<file path="src/rtl/booth_seq_mult.sv">
`timescale 1ns/1ps
// -----------------------------------------------------------------------------
// booth_seq_mult
//
// Iterative radix-4 Booth multiplier. An operation is accepted with a start
// request in IDLE or DONE, runs for exactly WIDTH/2+1 iteration cycles and
// presents the full 2*WIDTH-bit product as two WIDTH-bit halves. Both
// operands are read as two's complement (signed_mode=1) or as unsigned
// (signed_mode=0).
//
// Parameters
//   WIDTH         operand width; must be even and >= 4
//
// Ports
//   clock         rising-edge clock for all state
//   clear_n       asynchronous active-low reset
//   start         operation request, honoured only in IDLE or DONE
//   signed_mode   operand interpretation, captured together with start
//   multiplicand  M, captured on the accepting edge
//   multiplier    Q, captured on the accepting edge
//   busy          high while iterating
//   done          one-cycle pulse when the product has been registered
//   outHI         product[2*WIDTH-1:WIDTH], held until the next completion
//   outLO         product[WIDTH-1:0], held until the next completion
// -----------------------------------------------------------------------------
module booth_seq_mult #(
   parameter int WIDTH = 32
) (
   input  logic             clock,
   input  logic             clear_n,
   input  logic             start,
   input  logic             signed_mode,
   input  logic [WIDTH-1:0] multiplicand,
   input  logic [WIDTH-1:0] multiplier,
   output logic             busy,
   output logic             done,
   output logic [WIDTH-1:0] outHI,
   output logic [WIDTH-1:0] outLO
);

   // Operands are extended by two bits so unsigned values become non-negative
   // signed numbers; the Booth recoding then only has to handle the signed case.
   localparam int EW = WIDTH + 2;
   // Two further guard bits keep acc +/- 2M from overflowing.
   localparam int AW = WIDTH + 4;
   localparam int N  = WIDTH / 2 + 1;
   localparam int CW = $clog2(N);
   localparam logic [CW-1:0] LAST = CW'(N - 1);

   typedef enum logic [1:0] {
      IDLE = 2'd0,
      RUN  = 2'd1,
      DONE = 2'd2
   } state_t;

   state_t          state_reg;
   state_t          state_next;
   logic            load;
   logic            step;
   logic            last_iter;

   logic [EW-1:0]   m_reg;
   logic [EW-1:0]   q_reg;
   logic            qm1_reg;
   logic [AW-1:0]   acc_reg;
   logic [CW-1:0]   cnt_reg;
   logic [WIDTH-1:0] hi_reg;
   logic [WIDTH-1:0] lo_reg;

   logic [EW-1:0]   m_in_ext;
   logic [EW-1:0]   q_in_ext;
   logic [AW-1:0]   m_acc;
   logic [AW-1:0]   addend;
   logic [AW-1:0]   sum;
   logic [AW-1:0]   acc_step;
   logic [EW-1:0]   q_step;
   logic [2*WIDTH-1:0] prod;

   assign last_iter = (cnt_reg == LAST);

   // -------------------------------------------------------------------------
   // Control: next state and decoded outputs
   // -------------------------------------------------------------------------
   always_comb begin
      state_next = state_reg;
      load       = 1'b0;
      step       = 1'b0;
      busy       = 1'b0;
      done       = 1'b0;
      case (state_reg)
         IDLE: begin
            if (start) begin
               load       = 1'b1;
               state_next = RUN;
            end
         end
         RUN: begin
            busy = 1'b1;
            step = 1'b1;
            if (last_iter) begin
               state_next = DONE;
            end
         end
         DONE: begin
            done = 1'b1;
            if (start) begin
               load       = 1'b1;
               state_next = RUN;
            end else begin
               state_next = IDLE;
            end
         end
         default: begin
            state_next = IDLE;
         end
      endcase
   end

   // -------------------------------------------------------------------------
   // Datapath: one radix-4 Booth step
   // -------------------------------------------------------------------------
   assign m_in_ext = signed_mode ? {{2{multiplicand[WIDTH-1]}}, multiplicand}
                                 : {2'b00, multiplicand};
   assign q_in_ext = signed_mode ? {{2{multiplier[WIDTH-1]}}, multiplier}
                                 : {2'b00, multiplier};

   assign m_acc = {{2{m_reg[EW-1]}}, m_reg};

   always_comb begin
      addend = '0;
      case ({q_reg[1:0], qm1_reg})
         3'b001, 3'b010: addend = m_acc;
         3'b011:         addend = m_acc << 1;
         3'b100:         addend = -(m_acc << 1);
         3'b101, 3'b110: addend = -m_acc;
         default:        addend = '0;
      endcase
   end

   assign sum = acc_reg + addend;

   // {acc, Q, q_-1} shifted right by two with the accumulator sign replicated.
   assign acc_step = {{2{sum[AW-1]}}, sum[AW-1:2]};
   assign q_step   = {sum[1:0], q_reg[EW-1:2]};

   // After the last step Q holds the low EW product bits and the accumulator
   // supplies the remaining upper bits.
   assign prod = {acc_step[WIDTH-3:0], q_step};

   // -------------------------------------------------------------------------
   // State
   // -------------------------------------------------------------------------
   always_ff @(posedge clock or negedge clear_n) begin
      if (!clear_n) begin
         state_reg <= IDLE;
         m_reg     <= '0;
         q_reg     <= '0;
         qm1_reg   <= 1'b0;
         acc_reg   <= '0;
         cnt_reg   <= '0;
         hi_reg    <= '0;
         lo_reg    <= '0;
      end else begin
         state_reg <= state_next;
         if (load) begin
            m_reg   <= m_in_ext;
            q_reg   <= q_in_ext;
            qm1_reg <= 1'b0;
            acc_reg <= '0;
            cnt_reg <= '0;
         end else if (step) begin
            acc_reg <= acc_step;
            q_reg   <= q_step;
            qm1_reg <= q_reg[1];
            cnt_reg <= cnt_reg + 1'b1;
            if (last_iter) begin
               hi_reg <= prod[2*WIDTH-1:WIDTH];
               lo_reg <= prod[WIDTH-1:0];
            end
         end
      end
   end

   assign outHI = hi_reg;
   assign outLO = lo_reg;

endmodule
</file>
<file path="config.mk">
export PLATFORM = sky130hd
export DESIGN_NAME = booth_seq_mult
export DESIGN_NICKNAME = d
export VERILOG_FILES = /design/src/rtl/booth_seq_mult.sv
export SDC_FILE = /design/constraint.sdc
export NUM_CORES = 1
export LEC_CHECK = 0
export CORE_AREA = 10 10 200 202
export DETAILED_ROUTE_END_ITERATION = 10
export DIE_AREA = 0 0 210 212
export PLACE_DENSITY = 0.58
export SLEW_MARGIN = 20
export SYNTH_ARGS = -nofsm -noshare
export SYNTH_HDL_FRONTEND = slang
export SYNTH_SLANG_ARGS = --single-unit
</file>
<file path="constraint.sdc">
create_clock -name clock -period 7.5 [get_ports clock]
set_clock_uncertainty 0.05 [all_clocks]
set_input_delay 1.5 -clock clock [delete_from_list [all_inputs] [get_ports clock]]
set_output_delay 1.5 -clock clock [all_outputs]
set_load 0.1 [all_outputs]
</file>
==> results of run 1 <==
==> worst reg2reg max path, delay by kind of cell, from the launching register on <==
kind | cells | cell delay [ns]
XOR/XNOR | 2 | 0.22
flip-flops | 1 | 0.47
AND/OR/NAND/NOR | 8 | 2.02
adder cells (fa/ha/maj) | 1 | 0.42
AO/OA/AOI/OAI | 6 | 1.93
multiplexers | 1 | 0.27
==> layout make-up <==
class                      count  area [sq um]  area share
multi-input combinational    963          5870       0.455
sequential                   173          4330       0.335
timing repair buffer         148          1450       0.112
tap                          468           586      0.0454
clock buffer                  18           439      0.0340
clock inverter                14           164      0.0127
inverter                      21          78.8     0.00611
==> layer usage <==
layer | part of all wire | vias to the layer above | track usage
li1 | - | 4528 | -
met1 | 0.44 | 4432 | 0.177
met2 | 0.46 | 248 | 0.227
met3 | 0.079 | 51 | 0.0539
met4 | 0.027 | 4 | 0.0516
met5 | 0.00080 | - | 0
==> worst paths after layout <==
check                          from         to  slack [ns]  cells after the start
max                        m_reg[9]  outHI[30]        2.02                     18
min                        outLO[4]   outLO[4]        0.43                      2
max reg2reg                m_reg[9]  outHI[30]        2.02                     18
min reg2reg                outLO[4]   outLO[4]        0.43                      2
max in group asynchronous   clear_n  m_reg[21]        5.05                      2
min in group asynchronous   clear_n  outLO[12]        0.99                      1
==> Yosys cell counts (4+ instances only) <==
| cell | number |
|---|---|
| buf_1 | 8 |
| a211oi_1 | 8 |
| o22ai_1 | 5 |
| nor3b_1 | 4 |
| o211ai_1 | 9 |
| dfrtp_1 | 173 |
| nor2b_1 | 11 |
| o21bai_1 | 8 |
| a221oi_1 | 20 |
| nand2b_1 | 15 |
| o31ai_1 | 5 |
| mux2_2 | 25 |
| o21ai_0 | 64 |
| ha_1 | 38 |
| nand4_1 | 12 |
| nor4_1 | 6 |
| a22o_1 | 27 |
| nor2_1 | 57 |
| a22oi_1 | 41 |
| mux2i_1 | 15 |
| nor3_1 | 22 |
| xor2_1 | 23 |
| or3_1 | 12 |
| inv_1 | 19 |
| a211o_1 | 4 |
| nand2_1 | 348 |
| clkbuf_1 | 68 |
| or2_2 | 4 |
| a31oi_1 | 12 |
| a21oi_1 | 41 |
| xnor2_1 | 46 |
| buf_6 | 8 |
| a21o_1 | 12 |
| nand3_1 | 17 |
==> per-stage QoR <==
stage	instances	utilization
after CTS	1805	0.358
after floorplan	1245	-
final	1805	0.358
after global placement	1773	0.341
after detailed placement	1773	0.341
after global routing	1805	0.358
==> kinds of logic after synthesis <==
group	after synthesis	synth area share
multiplexers	40	0.0404
AO/OA/AOI/OAI	288	0.187
flip-flops	173	0.405
XOR/XNOR	69	0.0566
AND/OR/NAND/NOR	527	0.217
adder cells (fa/ha/maj)	39	0.0464
buffers and inverters	109	0.0469
==> run summary, run 1 <==
=====================================================================================
Commonest cells after routing, fill and taps aside                       nand2_1, dfrtp_1, clkdlybuf4s50_1
Global-route wire length before repair                                   51700 microns
Maximum Capacitance Violations                                                      0
Number of vias per cell after detailed routing                                   5.13
Starting DRT DRC Count                                                            637
Highest-delay cell along the critical path                                  a2111oi_0
Status                                                                   complete, no violations
Fraction of post-synthesis cell area in the top cell type by area               0.405
Number of top-level design ports                                                  134
Largest area contributor in the synthesized netlist                           dfrtp_1
Via count of the first global-routing pass                                       9232
Detailed placer's ending HPWL                                            23100 microns
Slew at the pin closest to its max-slew limit                                 1.14 ns
Endpoint required time on the critical path                                   7.80 ns
Number of fill cells                                                             3737
Asr flop ratio synth                                                             1.00
RSZ-0062 raised after global routing                                            false
Layout cells sized above 1                                                     0.0711
Effective utilization at floorplan                                              0.296
Number of clock buffers inserted by TritonCTS                                      17
Seq/Total Area, Yosys                                                           0.405
Hold_buf cts                                                                        0
Crit path max fanout                                                                9
Final global-route overflow total                                                   0
Headroom to the max-slew limit                                                  0.241
Pin count of the biggest net entering global routing                               70
Dominant synthesized flop cell                                                dfrtp_1
Crit path setup slack, layout                                                 2.02 ns
Number of standard-cell rows in the floorplan                                      70
Crit-path max cell delay                                                      0.53 ns
Min Tclk post-route                                                           5.48 ns
Sort of element at the start of the critical path                                flop
DR DRC count                                                                        0
Post-placement worst setup slack                                              2.12 ns
Most frequent standard cell in the layout excluding fill and tap cells        nand2_1
Clock sinks                                                                       173
Routed via count                                                                 9263
Cell Area, Synth                                                         0.0107 sq mm
Final-report setup violation count                                                  0
Cell type with the highest occurrence count on the critical path              nand2_1
Post CTS Setup Buffer Count                                                         0
Total routing usage reported by global routing                                  0.144
First-pass iteration count of the detailed router                                   5
CP Class                                                                   reg -> reg
Cells along the critical path                                            nor3_1, nand4_4, or4_1, or3_1, nand2_1, xnor2_1, a221oi_1, nor2_1, ha_1, a2111oi_0, o21ai_0, a221oi_1, nand2_1, o21ai_0, nand2_1, a311oi_1, xnor2_1, mux2_2
Die Width                                                                 210 microns
Number of buffer and inverter stages on the critical path                           0
Max-slew violation count                                                            0
Antenna Violating Nets Remaining                                                    0
Hold violation total from the final report                                          0
Source-to-sink clock delay at the later pin of the worst-skew pair            0.46 ns
Final worst path period share                                                   0.731
Syn nets                                                                         1352
Number of register bits inferred by synthesis                                     173
Average detailed-routed wire length per instance                         17.9 microns
Placement Cell Area                                                      0.0123 sq mm
Die height                                                                212 microns
Aggregate routed wire length                                             32300 microns
Number of nets in the finished design                                            1431
Core region area                                                         0.0361 sq mm
Gate count after technology mapping                                              1245
Area growth from synthesis to layout                                            20.9%
HP Class                                                                   reg -> reg
Root Buffer Master                                                          clkbuf_16
CTS tree                                                                          yes
Clock-pin slew on the worst setup and hold paths                              0.08 ns
Worst hold-check slack                                                       0.433 ns
Critical path's top delay family                                         simple AND/OR/NAND/NOR gates
Final antenna diode count                                                           0
Synthesis warning total                                                             0
Average size of a mapped cell                                              8.58 sq um
Port Buf Inserts                                                                  133
Setup TNS Final                                                                  0 ns
Library cells used by synthesis                                                    71
Fmax                                                                        0.182 GHz
Number of flops mapped to enable cells by yosys                                     0
Max clock buf depth                                                                 2
Number of gates given a new drive strength after cts                                0
Critical path data arrival time                                               5.78 ns
Full die area                                                            0.0445 sq mm
Summed area of non-filler cells in the final layout                      0.0129 sq mm
Final weighted congestion of routability-driven global placement                0.858
Leading post-synthesis cells by cell area                                dfrtp_1, nand2_1, ha_1
Type of destination of the critical path                                         flop
Clock H-tree levels                                                                 4
Antenna violations before repair                                                    2
=====================================================================================
Power of run 1 is left out: the tool's default activity adds up to more than one toggle a clock period on the data nets, which glitch-free logic cannot reach.
==> run 2, diff against run 1 <==
--- a/config.mk
+++ b/config.mk
@@ -8,7 +8,7 @@
 export CORE_AREA = 10 10 200 202
 export DETAILED_ROUTE_END_ITERATION = 10
 export DIE_AREA = 0 0 210 212
-export PLACE_DENSITY = 0.58
+export PLACE_DENSITY = 0.6
 export SLEW_MARGIN = 20
 export SYNTH_ARGS = -nofsm -noshare
 export SYNTH_HDL_FRONTEND = slang
==> constraint.sdc (replaced) <==
create_clock -name clock -period 4.9 [get_ports clock]
set_clock_uncertainty 0.05 [all_clocks]
set_input_delay 0.98 -clock clock [delete_from_list [all_inputs] [get_ports clock]]
set_output_delay 0.98 -clock clock [all_outputs]
set_load 0.1 [all_outputs]
==> run summary, run 2 (synthesis results as in run 1) <==
=====================================================================================
Final-report setup violation count                                                  0
Critical path data arrival time                                               4.89 ns
Min Tclk post-route                                                           4.61 ns
Detailed placer's ending HPWL                                            23600 microns
Number of top-level design ports                                                  134
Routed via count                                                                 9556
CP Class                                                                   reg -> reg
Effective utilization at floorplan                                              0.296
Antenna violations before repair                                                    0
Final worst path period share                                                   0.940
Root Buffer Master                                                          clkbuf_16
Status                                                                   complete, no violations
Global-route wire length before repair                                   52900 microns
Number of standard cells in the final layout excluding fillers                   1857
Maximum Capacitance Violations                                                      0
HP Class                                                                   reg -> reg
Full die area                                                            0.0445 sq mm
Starting DRT DRC Count                                                            658
Number of vias per cell after detailed routing                                   5.15
Max clock buf depth                                                                 2
Die Width                                                                 210 microns
CTS tree                                                                          yes
Hold violation total from the final report                                          0
Antenna Violating Nets Remaining                                                    0
Share of the core filled with cells in the final layout                         0.371
First-pass iteration count of the detailed router                                   5
Max-slew violation count                                                            0
Headroom to the max-slew limit                                                  0.296
Critical path's top delay family                                         simple AND/OR/NAND/NOR gates
Slew at the pin closest to its max-slew limit                                 1.05 ns
Number of clock buffers inserted by TritonCTS                                      17
Port Buf Inserts                                                                  133
Core region area                                                         0.0361 sq mm
Worst hold-check slack                                                       0.427 ns
Setup TNS Final                                                                  0 ns
Source-to-sink clock delay at the later pin of the worst-skew pair            0.46 ns
Crit-path max cell delay                                                      0.48 ns
Final weighted congestion of routability-driven global placement                0.890
Crit path max fanout                                                                8
Pin count of the biggest net entering global routing                              110
Average detailed-routed wire length per instance                         17.7 microns
Most frequent standard cell in the layout excluding fill and tap cells        nand2_1
Clock-pin slew on the worst setup and hold paths                              0.07 ns
Sort of element at the start of the critical path                                flop
Hold_buf cts                                                                        0
Final antenna diode count                                                           0
Number of nets in the finished design                                            1483
Cells along the critical path                                            nor2_1, nand4_4, or2_2, nor4_2, buf_4, nand2b_1, o21ai_0, o2bb2ai_1, nand2_1, o21ai_0, ha_1, a211o_1, a21oi_1, a21oi_1, and3_1, o21ai_2, nand2_1, a311oi_2, xnor2_1, mux2_2
RSZ-0062 raised after global routing                                            false
Post-placement cell count                                                        1824
Number of standard-cell rows in the floorplan                                      70
Highest-delay cell along the critical path                                    dfrtp_1
Total routing usage reported by global routing                                  0.147
Type of destination of the critical path                                         flop
DR DRC count                                                                        0
Commonest cells after routing, fill and taps aside                       nand2_1, dfrtp_1, clkdlybuf4s50_1
Number of fill cells                                                             3694
Die height                                                                212 microns
Final global-route overflow total                                                   0
Clock sinks                                                                       173
Number of buffer and inverter stages on the critical path                           1
Via count of the first global-routing pass                                       9563
Aggregate routed wire length                                             32900 microns
Fmax                                                                        0.217 GHz
Area growth from synthesis to layout                                            25.2%
Layout cells sized above 1                                                      0.117
Clock H-tree levels                                                                 4
Endpoint required time on the critical path                                   5.19 ns
=====================================================================================
[run 2: cell types whose count changed in the layout (fill, tap and decap cells not counted), sizes merged]
cell / before / now
inv: 29 / 25
clkinv: 5 / 7
clkbuf: 18 / 21
buf: 16 / 68
clkdlybuf4s50: 132 / 131
[run 2: worst min-delay path, stage by stage (launching register included)]
cell	delay (ns)
dfrtp_1	0.34
nand2_1	0.05
nand2_1	0.05
[run 2: what timing repair did]
item / in CTS / in global routing
resized for setup: 0 / 22
endpoints found under the setup margin: 0 / 18
setup buffers: 0 / 1
[run 2: area by class of cell]
type | count | area [sq um] | area share
Multi-Input combinational cell | 963 | 5960 | 0.445
Sequential cell | 173 | 4330 | 0.324
Timing Repair Buffer | 200 | 1870 | 0.140
Tap cell | 468 | 586 | 0.0438
Clock buffer | 20 | 447 | 0.0334
Clock inverter | 12 | 105 | 0.00786
Inverter | 21 | 78.8 | 0.00589
[run 2: final timing paths]
kind	cells past startpoint	endpoint	slack (ns)	from
max	20	outHI[30]	0.29	m_reg[13]
min	2	outLO[0]	0.43	outLO[0]
max reg2reg	20	outHI[30]	0.29	m_reg[13]
min reg2reg	2	outLO[0]	0.43	outLO[0]
max in group asynchronous	2	m_reg[19]	3.31	clear_n
min in group asynchronous	1	outLO[11]	0.58	clear_n
[run 2: metrics by stage]
step           area, sq um  setup slack, ns
3_5_place_dp         12700           0.0784
2_1_floorplan        10700           0.0691
4_1_cts              13300           0.0672
6_report             13400            0.294
3_3_place_gp         12700           0.0714
5_1_grt              13400          0.00158
[run 2: layer usage]
layer | routed length [microns] | GRT usage | up-vias
met5 | 0 | 0 | -
met4 | 762 | 0.0504 | 0
met3 | 2550 | 0.0499 | 39
met2 | 14800 | 0.228 | 272
met1 | 14700 | 0.187 | 4614
li1 | - | - | 4631
Power of run 2 is left out for the same reason.
